==> src/rtl/debounce_bank.sv <==
`default_nettype none
// ============================================================================
// Module      : debounce_bank
// Description : Multi-channel button conditioner: sync, tick-sampled debounce,
//               press/release edges and long-press/auto-repeat hold pulses.
// Revision    : 1.0 - initial release
// ============================================================================
module debounce_bank #(
    parameter int CHANNELS      = 4,
    parameter int CLK_HZ        = 50_000_000,
    parameter int SAMPLE_HZ     = 1000,
    parameter int STABLE_CNT    = 8,
    parameter int HOLD_CNT      = 500,
    parameter int REPEAT_CNT    = 100,
    parameter int ACTIVE_LOW_IN = 0
) (
    input  logic                clk,
    input  logic                rst,
    input  logic [CHANNELS-1:0] btn_in,
    output logic [CHANNELS-1:0] level,
    output logic [CHANNELS-1:0] press,
    output logic [CHANNELS-1:0] released,
    output logic [CHANNELS-1:0] hold
);

    localparam int c_DIV    = CLK_HZ / SAMPLE_HZ;
    localparam int c_DIV_W  = (c_DIV > 1) ? $clog2(c_DIV) : 1;
    localparam int c_CNT_W  = $clog2(STABLE_CNT + 1);
    localparam int c_HMAX   = (HOLD_CNT > REPEAT_CNT) ? HOLD_CNT : REPEAT_CNT;
    localparam int c_HCNT_W = $clog2(c_HMAX + 1);

    localparam logic [1:0] c_IDLE   = 2'd0;
    localparam logic [1:0] c_ARMED  = 2'd1;
    localparam logic [1:0] c_REPEAT = 2'd2;

    logic [CHANNELS-1:0] w_raw;
    logic [CHANNELS-1:0] r_sync1;
    logic [CHANNELS-1:0] r_sync2;
    logic [c_DIV_W-1:0]  r_div;
    logic                w_tick;

    // Inversion happens before the synchroniser so "pressed" is always 1 inside.
    assign w_raw = (ACTIVE_LOW_IN != 0) ? ~btn_in : btn_in;

    always_ff @(posedge clk) begin
        if (!rst) begin
            r_sync1 <= '0;
            r_sync2 <= '0;
        end else begin
            r_sync1 <= w_raw;
            r_sync2 <= r_sync1;
        end
    end

    assign w_tick = (r_div == c_DIV_W'(c_DIV - 1));

    always_ff @(posedge clk) begin
        if (!rst) begin
            r_div <= '0;
        end else if (w_tick) begin
            r_div <= '0;
        end else begin
            r_div <= r_div + 1'b1;
        end
    end

    generate
        for (genvar g = 0; g < CHANNELS; g++) begin : g_ch
            logic [c_CNT_W-1:0]  r_cnt;
            logic                r_level;
            logic                r_press;
            logic                r_rel;
            logic                r_hold;
            logic                w_diff;
            logic                w_flip;
            logic                w_rise;
            logic                w_fall;
            logic [1:0]          r_state;
            logic [1:0]          w_state_nxt;
            logic [c_HCNT_W-1:0] r_hcnt;
            logic [c_HCNT_W-1:0] w_hcnt_nxt;
            logic                w_hold_thr;
            logic                w_rep_thr;
            logic                w_hold_pulse;

            assign w_diff = r_sync2[g] ^ r_level;
            assign w_flip = w_tick && w_diff && ((32'(r_cnt) + 1) == STABLE_CNT);
            assign w_rise = w_flip && !r_level;
            assign w_fall = w_flip && r_level;

            // Edge pulses are registered alongside the level so they align with it.
            always_ff @(posedge clk) begin
                if (!rst) begin
                    r_cnt   <= '0;
                    r_level <= 1'b0;
                    r_press <= 1'b0;
                    r_rel   <= 1'b0;
                end else begin
                    r_press <= w_rise;
                    r_rel   <= w_fall;
                    if (w_tick) begin
                        if (!w_diff || w_flip) begin
                            r_cnt <= '0;
                        end else begin
                            r_cnt <= r_cnt + 1'b1;
                        end
                    end
                    if (w_flip) begin
                        r_level <= ~r_level;
                    end
                end
            end

            assign w_hold_thr = ((32'(r_hcnt) + 1) == HOLD_CNT);
            assign w_rep_thr  = ((32'(r_hcnt) + 1) == REPEAT_CNT);

            always_ff @(posedge clk) begin
                if (!rst) begin
                    r_state <= c_IDLE;
                    r_hcnt  <= '0;
                    r_hold  <= 1'b0;
                end else begin
                    r_state <= w_state_nxt;
                    r_hcnt  <= w_hcnt_nxt;
                    r_hold  <= w_hold_pulse;
                end
            end

            // A falling level overrides everything, so release beats a hold threshold.
            always_comb begin
                w_state_nxt = r_state;
                w_hcnt_nxt  = r_hcnt;
                if (w_fall) begin
                    w_state_nxt = c_IDLE;
                    w_hcnt_nxt  = '0;
                end else begin
                    case (r_state)
                        c_IDLE: begin
                            if (w_rise) begin
                                w_state_nxt = c_ARMED;
                                w_hcnt_nxt  = '0;
                            end
                        end
                        c_ARMED: begin
                            if (w_tick) begin
                                if (w_hold_thr) begin
                                    w_state_nxt = c_REPEAT;
                                    w_hcnt_nxt  = '0;
                                end else begin
                                    w_hcnt_nxt = r_hcnt + 1'b1;
                                end
                            end
                        end
                        c_REPEAT: begin
                            if (w_tick && (REPEAT_CNT != 0)) begin
                                if (w_rep_thr) begin
                                    w_hcnt_nxt = '0;
                                end else begin
                                    w_hcnt_nxt = r_hcnt + 1'b1;
                                end
                            end
                        end
                        default: begin
                            w_state_nxt = c_IDLE;
                            w_hcnt_nxt  = '0;
                        end
                    endcase
                end
            end

            always_comb begin
                w_hold_pulse = 1'b0;
                if (w_tick && !w_fall) begin
                    case (r_state)
                        c_ARMED:  w_hold_pulse = w_hold_thr;
                        c_REPEAT: w_hold_pulse = (REPEAT_CNT != 0) && w_rep_thr;
                        default:  w_hold_pulse = 1'b0;
                    endcase
                end
            end

            assign level[g]    = r_level;
            assign press[g]    = r_press;
            assign released[g] = r_rel;
            assign hold[g]     = r_hold;
        end
    endgenerate

endmodule
`default_nettype wire

==> config.mk <==
export PLATFORM = sky130hd
export DESIGN_NAME = debounce_bank
export DESIGN_NICKNAME = d
export VERILOG_FILES = /design/src/rtl/debounce_bank.sv
export SDC_FILE = /design/constraint.sdc
export NUM_CORES = 1
export LEC_CHECK = 0
export CAP_MARGIN = 5
export CORE_MARGIN = 4
export CORE_UTILIZATION = 52
export DETAILED_ROUTE_END_ITERATION = 12
export PLACE_DENSITY = 0.81
export SLEW_MARGIN = 20
export SYNTH_ARGS = -nofsm -noshare
export SYNTH_HDL_FRONTEND = slang
export SYNTH_SLANG_ARGS = --single-unit
==> constraint.sdc <==
create_clock -name clk -period 6.83 [get_ports clk]
set_input_delay 1.366 -clock clk [delete_from_list [all_inputs] [get_ports clk]]
set_output_delay 1.366 -clock clk [all_outputs]
set_load 0.005 [all_outputs]
==> Word-level counts from Yosys, hierarchy flattened <==
Cells that the tools add are included.
{ "classes": {"add_sub_neg": 17, "n_bitwise": 13, "n_reduce_logical": 57, "mux": 48, "eq_ne": 37} }
{ "op_table": {"columns": ["cell", "count"], "rows": [
  ["two-way mux 9 bit", 20],
  ["== test 32 x 9 -> 1 bit (second input constant)", 4],
  ["case mux 9 bit (3 select lines)", 4],
  ["adder 9 x 1 -> 10 bit (second input constant)", 4],
  ["== test 10 x 7 -> 1 bit (second input constant)", 4],
  ["adder 9 x 1 -> 9 bit (second input constant)", 4],
  ["inequality test 2 bit (second input constant)", 16],
  ["two-way mux 2 bit", 12],
  ["case mux 2 bit (3 select lines)", 4],
  ["adder 4 x 1 -> 5 bit (second input constant)", 4],
  ["== test 5 x 4 -> 1 bit (second input constant)", 4],
  ["logical AND 1 bit", 20],
  ["adder 16 x 1 -> 16 bit (second input constant)", 1],
  ["adder 4 x 1 -> 4 bit (second input constant)", 4],
  ["== test 16 bit (second input constant)", 1],
  ["two-way mux 4 bit", 4],
  ["AND reduction 4 bit", 4],
  ["zero test 1 bit", 12],
  ["AND reduction 3 bit", 4],
  ["OR reduction 2 bit", 5],
  ["NOT 1 bit", 9],
  ["== test 2 x 1 -> 1 bit (second input constant)", 4],
  ["== test 2 bit (second input constant)", 4],
  ["zero test 2 bit", 4],
  ["other kinds (4)", 16]
]} }
{ "totals": {"inputBits": 6, "out_inout_bits": 16, "word_cells": 203, "reg_bits": 100} }

==> Depth between registers and ports, before layout <==
{ "logic_depth": {"depth_word": 7, "ltp_mapped": 10, "mapped_depth_nobuf": 8} }

==> Least setup slack after synthesis <==
Ideal clock, no wire load.
{ "synth_path": {"kind": "reg-to-reg", "start": "register r_div[0]", "end": "register g_ch[3].r_hcnt[8]", "setup_time_ns": 0.070, "arrival_time_ns": 2.480, "path_slack_ns": 4.280, "t_required_ns": 6.760, "path_buffers": 0, "period_less_slack_ns": 2.550, "path_stages_with_launch": 9, "path_cell_list": "dfxtp_1 -> ha_1 -> nand3_2 -> or4_4 -> nor4_4 -> a22oi_2 -> or4_1 -> a211o_1 -> a21oi_1"} }
{ "synth_via": {"elab_chain_cells": 6, "elab_cells_between_ends": 10, "classes_between": "eq/ne (4); reduce/logical (6)"} }
{ "synth_rtl": {"columns": ["item", "line_no", "text"], "rows": [
  ["start, declared", "39", "logic [c_DIV_W-1:0] r_div;"],
  ["start signal, assigned", "63", "r_div <= r_div + 1'b1;"],
  ["== test 16 bit *", "55", "assign w_tick = (r_div == c_DIV_W'(c_DIV - 1));"],
  ["logical AND 1 bit (2 in a row)", "87", "assign w_flip = w_tick && w_diff && ((32'(r_cnt) + 1) == STABLE_CNT);"],
  ["logical AND 1 bit", "88", "assign w_rise = w_flip && !r_level;"],
  ["inequality test 2 bit (no source line)", null, null],
  ["AND reduction 3 bit (no source line)", null, null],
  ["end signal, assigned", "124", "r_hcnt <= w_hcnt_nxt;"],
  ["end, declared", "80", "logic [c_HCNT_W-1:0] r_hcnt;"]
]} }
Mark *: on every way between the ends. The rest lies on a longest branch, timed or not.
A chain may end at the register's enable or synchronous reset.

==> impl_results.md <==
* H-tree lvl count at 3
* First drt pass iteration count at 5
* Leakage power at 2.056 nW
* CTS Buffer Depth at 2
* Fin crit share at 52.14%
* Mean Syn Cell Area at 7.927 sq um
* Fill count at 943
* Drt drc at 0
* Max Clock Freq at 280.8 MHz
* Area of the core at 10420 sq um
* Unrepaired setup endpoints after global routing: false
* Placed cells at 826
* Grt met2 use at 32.81%
* Final antenna-violating net count at 0
* Placed instance area at 5784 sq um
* Logic pwr share at 2.0%
* Final net count at 733
* Critical path cell sequence: clkdlybuf4s50_1 > inv_1 > nor3_1 > nand3_1 > nor2b_1 > o21ai_0 > o31ai_1
* Clock insertion delay at the later pin of the skew report at 0.38 ns
* Initial core utilization at 53.73%
* GR Util met1 at 25.11%
* Crit path kind: primary input to flip-flop
* Avg WL per Cell at 14.49 um
* Crit-path max cell delay at 0.80 ns
* Multi-input combinational cell area at 3267 sq um
* RePlAce Congestion at 0.8612
* Row count at 37
* Worst setup SP type: primary input
* Sequential-to-total area share from yosys stat at 35.77%
* Sw Ratio at 21.26%
* DP HPWL at 8878 um
* Most common cell after layout, fill and taps aside: dfxtp_1
* Psw at 0.2182 mW
* Power share of the clock group at 40.7%
* Fin crit period at 3.561 ns
* Initial drt markers at 448
* Die height at 111.7 um
* First-pass GRT wire length at 21000 um
* IO Pins at 22
* Die X at 111.7 um
* Worst clock skew at 0.01007 ns
* Area of the die at 12490 sq um
* Final setup violation count at 0
* Post-synth ARST share at 0%
* PwrDens at 171.0 nW/um^2
* Via density at 5.873
* Postcts setup bufs at 0
* Most frequent cells in the layout: dfxtp_1, nand2_1, nor2_1
* Gr usage total at 19.73%
* TritonCTS clock tree: built
* IO Port Bufs at 21
* Largest net degree at the start of global routing at 21
* CTS Sinks at 100
* Fin. Hold Viols at 0
* Slew Limit Fails at 0
* Ant. Diodes at 0
* Cts bufs inserted at 9
* Flops & latches, synth at 100
* Status: finished clean
* Max-slew headroom at 34.55%
* Clk slew on worst S/H paths at 0.09 ns
* Syn. warnings at 0
* Post-synthesis cell area at 5597 sq um
* Crit-path max FO at 17
* Syn Inst Count at 706
* Initial antenna violation count at 0
* CP max stage cell: clkdlybuf4s50_1
* Final Instance Area at 6000 sq um
* Worst hold margin at 0.4444 ns
* Reg power frac at 57.4%
* Busiest grt layer: met2
* Number of synthesized flops with an enable pin at 0
* Setup TNS at 0 ns
* Maximum VDD drop at 0.1070 mV
* Critical path arrival at 3.86 ns
* FF+latch area at 2002 sq um
* Fraction of layout cells with a size suffix above 1 at 5.248%
* Clk root buf: clkbuf_8
* Netlist cell types at 65
* Syn nets at 738
* Max-cap viol count at 0
* Routed WL at 12190 um
* Gr ovfl total at 0
* Pint at 0.8079 mW
* Post-Layout Cell Count at 841
* Area Growth Syn to Fin at 7.199%
* # resized after CTS at 0
* Number of global-route vias before repair at 4703
* Main synth FF type: dfxtp_1
* Post-CTS Hold Fix Bufs at 0
* Via count at 4939
* Crit. End Element: flip-flop
* Worst EP required at 7.13 ns
* Tightest Pin Transition at 0.9737 ns
* Met3 usage in global routing at 4.946%
* Worst hold-check path type: flip-flop to flip-flop
cells in the mapped netlist (3+ instances only):
| cell | n | area share [%] |
|---|---|---|
| o22a_1 | 3 | 0.47 |
| or4_1 | 9 | 1.2 |
| mux2i_1 | 7 | 1.3 |
| nor2b_1 | 6 | 0.67 |
| nand4_1 | 15 | 1.7 |
| o22ai_1 | 3 | 0.34 |
| a22oi_1 | 3 | 0.40 |
| or3_1 | 13 | 1.5 |
| a211oi_1 | 5 | 0.67 |
| or3b_2 | 3 | 0.47 |
| nor2_1 | 62 | 4.2 |
| o2111ai_1 | 3 | 0.47 |
| clkbuf_1 | 20 | 1.3 |
| xor2_1 | 14 | 2.2 |
| o21bai_1 | 3 | 0.40 |
| or2_2 | 6 | 0.67 |
| nor4_1 | 12 | 1.3 |
| nand2_1 | 87 | 5.8 |
| a21oi_1 | 45 | 4.0 |
| o21a_1 | 5 | 0.67 |
| and2_1 | 16 | 1.8 |
| o31ai_1 | 9 | 1.2 |
| nor3_1 | 17 | 1.5 |
| nand2b_1 | 11 | 1.2 |
| nand3_1 | 29 | 2.6 |
| nor3b_1 | 5 | 0.67 |
| buf_4 | 16 | 2.1 |
| inv_1 | 32 | 2.1 |
| a31oi_1 | 8 | 0.89 |
| nand3b_1 | 5 | 0.67 |
| ha_1 | 26 | 5.8 |
| a21o_1 | 4 | 0.54 |
| and3_1 | 14 | 1.6 |
| xnor2_1 | 9 | 1.4 |
| dfxtp_1 | 100 | 36 |
| o21ai_0 | 43 | 3.8 |
state kept, by name, summed over array words and instances, names as in the netlist:
register      cells
r_sync2           4
g_ch.r_rel        4
g_ch.r_level      4
r_sync1           4
r_div            16
g_ch.r_cnt       16
g_ch.r_press      4
g_ch.r_hcnt      36
g_ch.r_hold       4
g_ch.r_state      8
power by group through the flow:
stage	clock network, mW	logic [mW]	registers, mW
final	0.417	0.0201	0.589
after global routing	0.446	0.0220	0.589
after CTS	0.424	0.0201	0.589
after detailed placement	0	0.0199	0.602
after global placement	0	0.0192	0.602
after floorplan	0	0.0123	0.601
path summary, 6_finish.rpt:
check / start / endpoint / slack [ns] / cells after the start
max: rst / g_ch[0].r_cnt[3] / 3.27 / 7
min: r_sync1[1] / r_sync2[1] / 0.44 / 1
max reg2reg: r_div[0] / g_ch[0].r_hcnt[7] / 3.46 / 8
min reg2reg: r_sync1[1] / r_sync2[1] / 0.44 / 1
metal layers:
metal	share of wire, %	vias to the layer above
met5	0	-
met4	1.9	0
met3	5.1	20
met2	48	116
met1	45	2330
li1	-	2473
critical path, delay by kind of cell:
kind | cells | cell delay, ns
AOI/OAI and AO/OA | 2 | 0.22
buffers and inverters | 2 | 1.06
and+or+nand+nor | 3 | 1.21
layout make-up:
class                           count  area share (%)
Timing Repair Buffer               23           3.754
Inverter                           32           2.002
Clock buffer                       11           2.357
Multi-Input combinational cell    535           54.45
Clock inverter                      4           1.230
Sequential cell                   100           33.37
Tap cell                          136           2.836
cells by family after synthesis:
kind of cell | after synthesis | synth area share (%)
simple gates | 326 | 30.74
compound gates | 152 | 16.77
flops | 100 | 35.77
buf+inv | 71 | 5.857
fa+ha+maj | 26 | 5.813
xor+xnor | 23 | 3.599
mux | 8 | 1.453
through the flow:
stage / utilization, % / setup slack [ns] / power, mW
floorplan: - / 4.280 / 0.6138
global placement: 55.53 / 3.125 / 0.6212
detailed placement: 55.53 / 2.904 / 0.6223
CTS: 57.60 / 3.289 / 1.032
global route: 57.60 / 3.143 / 1.057
finish: 57.60 / 3.269 / 1.026
Power figures use the tool's default switching activity.
